==> config.mk <==
export PLATFORM = sky130hd
export DESIGN_NAME = button_debounce_unit
export DESIGN_NICKNAME = d
export VERILOG_FILES = /design/src/rtl/button_debounce_unit.sv
export SDC_FILE = /design/constraint.sdc
export NUM_CORES = 1
export LEC_CHECK = 0
export ABC_CLOCK_PERIOD_IN_PS = 2000
export CAP_MARGIN = 10
export CORE_AREA = 2 2 39 41
export CTS_CLUSTER_DIAMETER = 40
export DETAILED_ROUTE_END_ITERATION = 8
export DIE_AREA = 0 0 41 43
export GPL_TIMING_DRIVEN = 1
export PLACE_DENSITY = 0.64
export SLEW_MARGIN = 10
export SYNTH_ARGS = -nofsm -noshare
export SYNTH_HDL_FRONTEND = slang
export SYNTH_SLANG_ARGS = --single-unit
==> constraint.sdc <==
create_clock -name clk -period 2 [get_ports clk]
set_input_delay 0.3 -clock clk [delete_from_list [all_inputs] [get_ports clk]]
set_output_delay 0.3 -clock clk [all_outputs]
set_load 0.1 [all_outputs]
==> src/rtl/button_debounce_unit.sv <==
// Tick generator plus sampled-level debouncer for front-panel buttons.
// out changes only after STABLE_SAMPLES consecutive ticks disagree with it.
module button_debounce_unit #(
  parameter int MAX_COUNT      = 10,
  parameter int CTR_WIDTH      = 4,
  parameter int STABLE_SAMPLES = 4,
  parameter int SAMPLE_WIDTH   = 3
) (
  input  logic clk,
  input  logic reset,
  input  logic button,
  output logic pulse,
  output logic out,
  output logic rise
);

  localparam logic [CTR_WIDTH-1:0] TICK_LAST =
    CTR_WIDTH'(MAX_COUNT - 1);
  localparam logic [SAMPLE_WIDTH-1:0] STAB_LAST =
    SAMPLE_WIDTH'(STABLE_SAMPLES - 1);

  logic [CTR_WIDTH-1:0]    tick_cnt;
  logic [SAMPLE_WIDTH-1:0] stab_cnt;
  logic                    meta;
  logic                    sync;
  logic                    differ;
  logic                    accept;

  assign differ = sync != out;
  assign accept = pulse && differ && (stab_cnt == STAB_LAST);

  // Tick counter: wraps at MAX_COUNT-1 and raises pulse for one cycle.
  always_ff @(posedge clk) begin
    if (reset) begin
      tick_cnt <= '0;
      pulse    <= 1'b0;
    end else if (tick_cnt == TICK_LAST) begin
      tick_cnt <= '0;
      pulse    <= 1'b1;
    end else begin
      tick_cnt <= tick_cnt + CTR_WIDTH'(1);
      pulse    <= 1'b0;
    end
  end

  // Two-flop synchroniser, clocked every cycle.
  always_ff @(posedge clk) begin
    if (reset) begin
      meta <= 1'b0;
      sync <= 1'b0;
    end else begin
      meta <= button;
      sync <= meta;
    end
  end

  // Stability counter and debounced level, advanced on ticks only.
  always_ff @(posedge clk) begin
    if (reset) begin
      stab_cnt <= '0;
      out      <= 1'b0;
    end else if (pulse) begin
      if (!differ) begin
        stab_cnt <= '0;
      end else if (stab_cnt == STAB_LAST) begin
        stab_cnt <= '0;
        out      <= sync;
      end else begin
        stab_cnt <= stab_cnt + SAMPLE_WIDTH'(1);
      end
    end
  end

  // Rising-edge strobe, high in the first cycle that out reads 1.
  always_ff @(posedge clk) begin
    if (reset) begin
      rise <= 1'b0;
    end else begin
      rise <= accept && sync;
    end
  end

endmodule

==> results.tsv, run 1 <==
metric	value	unit
status	complete, no violations	
Post-synth EDFFs	0	
cell area after placement	524	sq um
cts hold-fix bufs	0	
Slew Viols, Final	0	
CP bufs+invs	1	
Remaining Overflow, GRT	0	
post-synthesis register bit count	12	
Inserted Clock Buffers	3	
largest net degree at the start of global routing	13	
clk_lat worst skew	260	ps
GRT busiest layer	met2	
slew margin rel.	71.9	%
IO Count	6	
die width	41	um
synth cell count leaders	dfxtp_1 (12), nand2b_1 (7), a21oi_1 (5)	
Static Leakage	0.218	nW
diodes inserted	0	
top-count cell post-synth	dfxtp_1	
initial antenna violation count	0	
Mean Syn Cell Area	9.90	sq um
Worst Path Required	1700	ps
DRT Pass-1 Iters	2	
global-route wire length before repair	1040	um
Post-synth top flop	dfxtp_1	
Synth top area share	51.6	%
placed cell count	67	
Crit-path slowest cell	dfxtp_1	
top cells by area, synth	dfxtp_1 (52%), nand2b_1 (9.4%), ha_1 (8.1%)	
WP data arrival	1030	ps
CTS root buf	clkbuf_4	
async set-reset flop share out of synthesis	0	%
Synth cell types	17	
number of DRC markers in iteration 0	4	
CP top delay family	flip-flops	
CP max stage delay	430	ps
Hold Crit Class	reg -> reg	
post-route cell area	547	sq um
DR WL/cell	9.67	um
Worst-Margin Slew	421	ps
crit path launch type	flip-flop	
critical path endpoint category	output port	
# setup viols final	0	
nets	62	
TNS Setup	0	ps
Die Area	1760	sq um
Placeable Area	1380	sq um
Final Hold Fails	0	
max-cap violations	0	
peak supply drop	0.000359	V
Filler cells	145	
Post-Synthesis Cells	47	
H-tree depth	1	
Setup Skew	1.03	ps
share of cells above drive strength 1	11.1	%
Die Y	43	um
setup bufs post-CTS	0	
sequential share of the synthesized area	51.6	%
DP HPWL	496	um
Buffers on Ports	5	
Layout area overhead	17.5	%
Max Freq	754	MHz
Pwr Density	751	nW/um^2
post-synth top area cell	dfxtp_1	
met2 usage in global routing	12.2	%
Crit Path Class	reg -> out	
Final Critical Period	1330	ps
GR Util met1	10.2	%
vias	338	
clk slew on worst S/H paths	60	ps
fin cells	70	
vias in the first global route	261	
crit-path cells	buf_4	
gr usage total	9.80	%
Yosys warnings	0	
Final Cycle Share	66.3	%
GR Layer Usage met3	7.85	%
vias per cell	4.83	
DRT Wirelength	677	um
Mapped Area	465	sq um
CTS max path bufs	2	
row count	14	
final antenna-violating net count	0	
global placement routability congestion	0.666	
Initial Util	33.6	%
TritonCTS clock tree	built	
Crit Path Max Fanout	7	
DR DRC count	0	
syn_nets	53	
RSZ-0062 raised after global routing	false	
Resize count post-CTS	0	
clk sink count	12	
[registers in the layout (all words and copies together) (netlist names)]
| signal | flops |
|---|---|
| stab_cnt | 3 |
| out | 1 |
| rise | 1 |
| tick_cnt | 4 |
| sync | 1 |
| meta | 1 |
| pulse | 1 |
[layer usage]
layer  routed length (um)  vias up
met5                    0        -
met4                    0        0
met3                   39        0
met2                  313        5
met1                  324      155
li1                     -      178
[kinds of logic after synthesis]
family	count (synthesis)	synth area share [%]
simple gates	23	29.3
flops	12	51.6
compound gates	5	5.38
fa+ha+maj	3	8.07
buf+inv	2	1.61
xor+xnor	1	1.88
mux	1	2.15
[placed cells by master (no fill, tap or decap)]
cell type and n:
a21oi_1 5, buf_4 3, clkbuf_4 3, clkdlybuf4s50_1 2, dfxtp_1 12, ha_1 3
inv_1 1, mux2i_1 1, nand2_1 1, nand2b_1 7, nand3_1 3, nand3b_1 2
nand4b_1 1, nor2_1 2, nor2b_1 2, nor3_1 3, nor4b_1 1, or2_0 1
xor2_1 1
[worst paths after layout]
check,start,endpoint,slack (ps),cells after the start
max,pulse,pulse,670,1
min,meta,sync,440,1
max reg2reg,stab_cnt[0],out,970,4
min reg2reg,meta,sync,440,1
[area by class of cell]
type                            instances  area [sq um]  share of cell area (%)
Timing Repair Buffer                    5          42.5                    7.78
Tap cell                               16          20.0                    3.66
Clock buffer                            3          22.5                    4.12
Inverter                                1          3.75                   0.686
Sequential cell                        12           240                    43.9
Multi-Input combinational cell         33           218                    39.8
[where the power goes]
group	leakage [nW]	total (mW)	internal [mW]	switching, mW
clock	0.0138	0.138	0.0695	0.0681
combinational	0.107	0.0213	0.0116	0.00964
sequential	0.0977	0.252	0.246	0.00567
total	0.218	0.411	0.327	0.0835
[through the flow]
step | utilization (%) | total power, mW | worst slack [ps] | hold slack (ps)
after floorplan | - | 0.272 | 431 | 372
after global placement | 37.9 | 0.279 | 643 | 419
after detailed placement | 37.9 | 0.279 | 610 | 423
after CTS | 39.5 | 0.425 | 660 | 439
after global routing | 39.5 | 0.439 | 622 | 464
final | 39.5 | 0.411 | 674 | 436
Note: power is estimated with default switching activity, not from simulation.
==> run 2: changes to the inputs <==
ABC_CLOCK_PERIOD_IN_PS = 1260   (was 2000)
clock period = 1.26 ns   (was 2 ns; I/O delays follow)
==> run 2 against run 1 <==
Clock skew down 0.62 ps. Clock-buffer cell count up 1. Critical path depth unchanged. Via count down 1.2%. Die area unchanged. Hold slack better by 4.3 ps. First-iteration DRC count up 25%. Sequential cell count unchanged. Clock power up 120%. Register-to-register slack worse by 730 ps. Sequential share of layout area down 4.0 points.
==> results.tsv, run 2 (synthesized netlist as in run 1, its figures left out) <==
metric	value	unit	change
Initial Util	33.6	%	unchanged
WP data arrival	870	ps	was 1030 ps
CP bufs+invs	1		unchanged
CTS max path bufs	2		unchanged
max-cap violations	0		unchanged
Setup Skew	0.408	ps	was 1.03 ps
vias	334		was 338
die width	41	um	unchanged
Worst R2R Setup Slack	240	ps	was 970 ps
Crit-path slowest cell	dfxtp_2		was dfxtp_1
max reg flops	4		unchanged
Hold Crit Class	reg -> reg		unchanged
Die Area	1760	sq um	unchanged
nets	63		was 62
status	complete, no violations		unchanged
clk slew on worst S/H paths	70	ps	was 60 ps
Worst-Margin Slew	268	ps	was 421 ps
Reg with most FFs	tick_cnt		unchanged
vias in the first global route	270		was 261
global-route wire length before repair	1150	um	was 1040 um
vias per cell	4.64		was 4.83
Layout area overhead	30.6	%	was 17.5%
RSZ-0062 raised after global routing	false		unchanged
setup bufs post-CTS	0		unchanged
TNS Setup	0	ps	unchanged
biggest regs	tick_cnt (4), stab_cnt (3)		unchanged
DR DRC count	0		unchanged
clk sink count	12		unchanged
Static Leakage	0.239	nW	was 0.218 nW
Die Y	43	um	unchanged
Slew Viols, Final	0		unchanged
global placement routability congestion	0.679		was 0.666
footprint of the multi-input gates	218	sq um	unchanged
Worst Path Required	1070	ps	was 1700 ps
Pwr Density	1220	nW/um^2	was 751 nW/um^2
most frequent cells in the layout	dfxtp_1 (10), nand2b_1 (7), a21oi_1 (5)		was dfxtp_1 (12), nand2b_1 (7), a21oi_1 (5)
Final Critical Period	1060	ps	
TritonCTS clock tree	built		unchanged
clk_lat worst skew	270	ps	was 260 ps
DRT Pass-1 Iters	2		unchanged
DP HPWL	490	um	was 496 um
row count	14		unchanged
Inserted Clock Buffers	3		unchanged
share of cells above drive strength 1	17.9	%	was 11.1%
critical path endpoint category	output port		unchanged
Remaining Overflow, GRT	0		unchanged
Buffers on Ports	5		unchanged
initial antenna violation count	0		unchanged
peak supply drop	0.000651	V	was 0.000359 V
Placeable Area	1380	sq um	unchanged
overall power	743	uW	was 411 uW
number of DRC markers in iteration 0	5		was 4
most common cell after layout, fill and taps aside	dfxtp_1		unchanged
Final Cycle Share	83.8	%	
DRT Wirelength	669	um	was 677 um
crit-path cells	buf_12		was buf_4
Seq. cell area	243	sq um	was 240 sq um
IO Count	6		unchanged
DR WL/cell	9.29	um	was 9.67 um
Crit Path Max Fanout	7		unchanged
# setup viols final	0		unchanged
Max Freq	947	MHz	
Filler cells	136		was 145
diodes inserted	0		unchanged
CP top delay family	flip-flops		unchanged
Crit Path Class	reg -> out		unchanged
final antenna-violating net count	0		unchanged
largest net degree at the start of global routing	9		was 13
gr usage total	10.4	%	was 9.80%
CP max stage delay	400	ps	was 430 ps
cts hold-fix bufs	0		unchanged
CTS root buf	clkbuf_4		unchanged
Final Hold Fails	0		unchanged
crit path launch type	flip-flop		unchanged
slew margin rel.	82.0	%	was 71.9%
H-tree depth	1		unchanged
Resize count post-CTS	0		unchanged
[run 2: changes by cell type in the layout (fill, tap and decap cells not counted)]
cell / delta
buf_12: +3
clkbuf_8: +1
buf_4: -2
dfxtp_2: +2
dfxtp_1: -2
[run 2: where the power goes]
part / switching, mW / internal [mW] / leakage (nW)
clock network: 0.131 / 0.176 / 0.0210
logic: 0.0156 / 0.0206 / 0.120
registers: 0.00902 / 0.390 / 0.0987
[run 2: metal layers]
metal | up-vias | global-route usage (%) | routed length (um) | share of wire [%]
li1 | 177 | - | - | -
met1 | 151 | 13.1 | 284 | 42
met2 | 6 | 12.2 | 340 | 51
met3 | 0 | 7.85 | 44 | 6.6
met4 | 0 | 6.00 | 0 | 0
met5 | - | 0 | 0 | 0
[run 2: metrics by stage]
| step | instance area, sq um | setup slack (ps) | hold slack [ps] | cells | util, % |
|---|---|---|---|---|---|
| floorplan | 468 | 32.6 | 261 | 47 | - |
| global placement | 572 | 96.2 | 417 | 68 | 41.3 |
| detailed placement | 572 | 52.7 | 425 | 68 | 41.3 |
| CTS | 608 | 187 | 445 | 72 | 43.9 |
| global route | 608 | 144 | 472 | 72 | 43.9 |
| finish | 608 | 204 | 440 | 72 | 43.9 |
[run 2: final timing paths]
kind	startpoint	endpoint	cells after the start
worst min register to register	meta	sync	1
worst max-delay path	pulse	pulse	1
worst max register to register	stab_cnt[0]	out	4
worst min-delay path	meta	sync	1
[run 2: cell type report]
| type | instances | area share [%] |
|---|---|---|
| inverters | 1 | 0.617 |
| well taps | 16 | 3.29 |
| repair buffers | 6 | 14.4 |
| clock buffers | 4 | 5.97 |
| flip-flops and latches | 12 | 39.9 |
| multi-input cells | 33 | 35.8 |
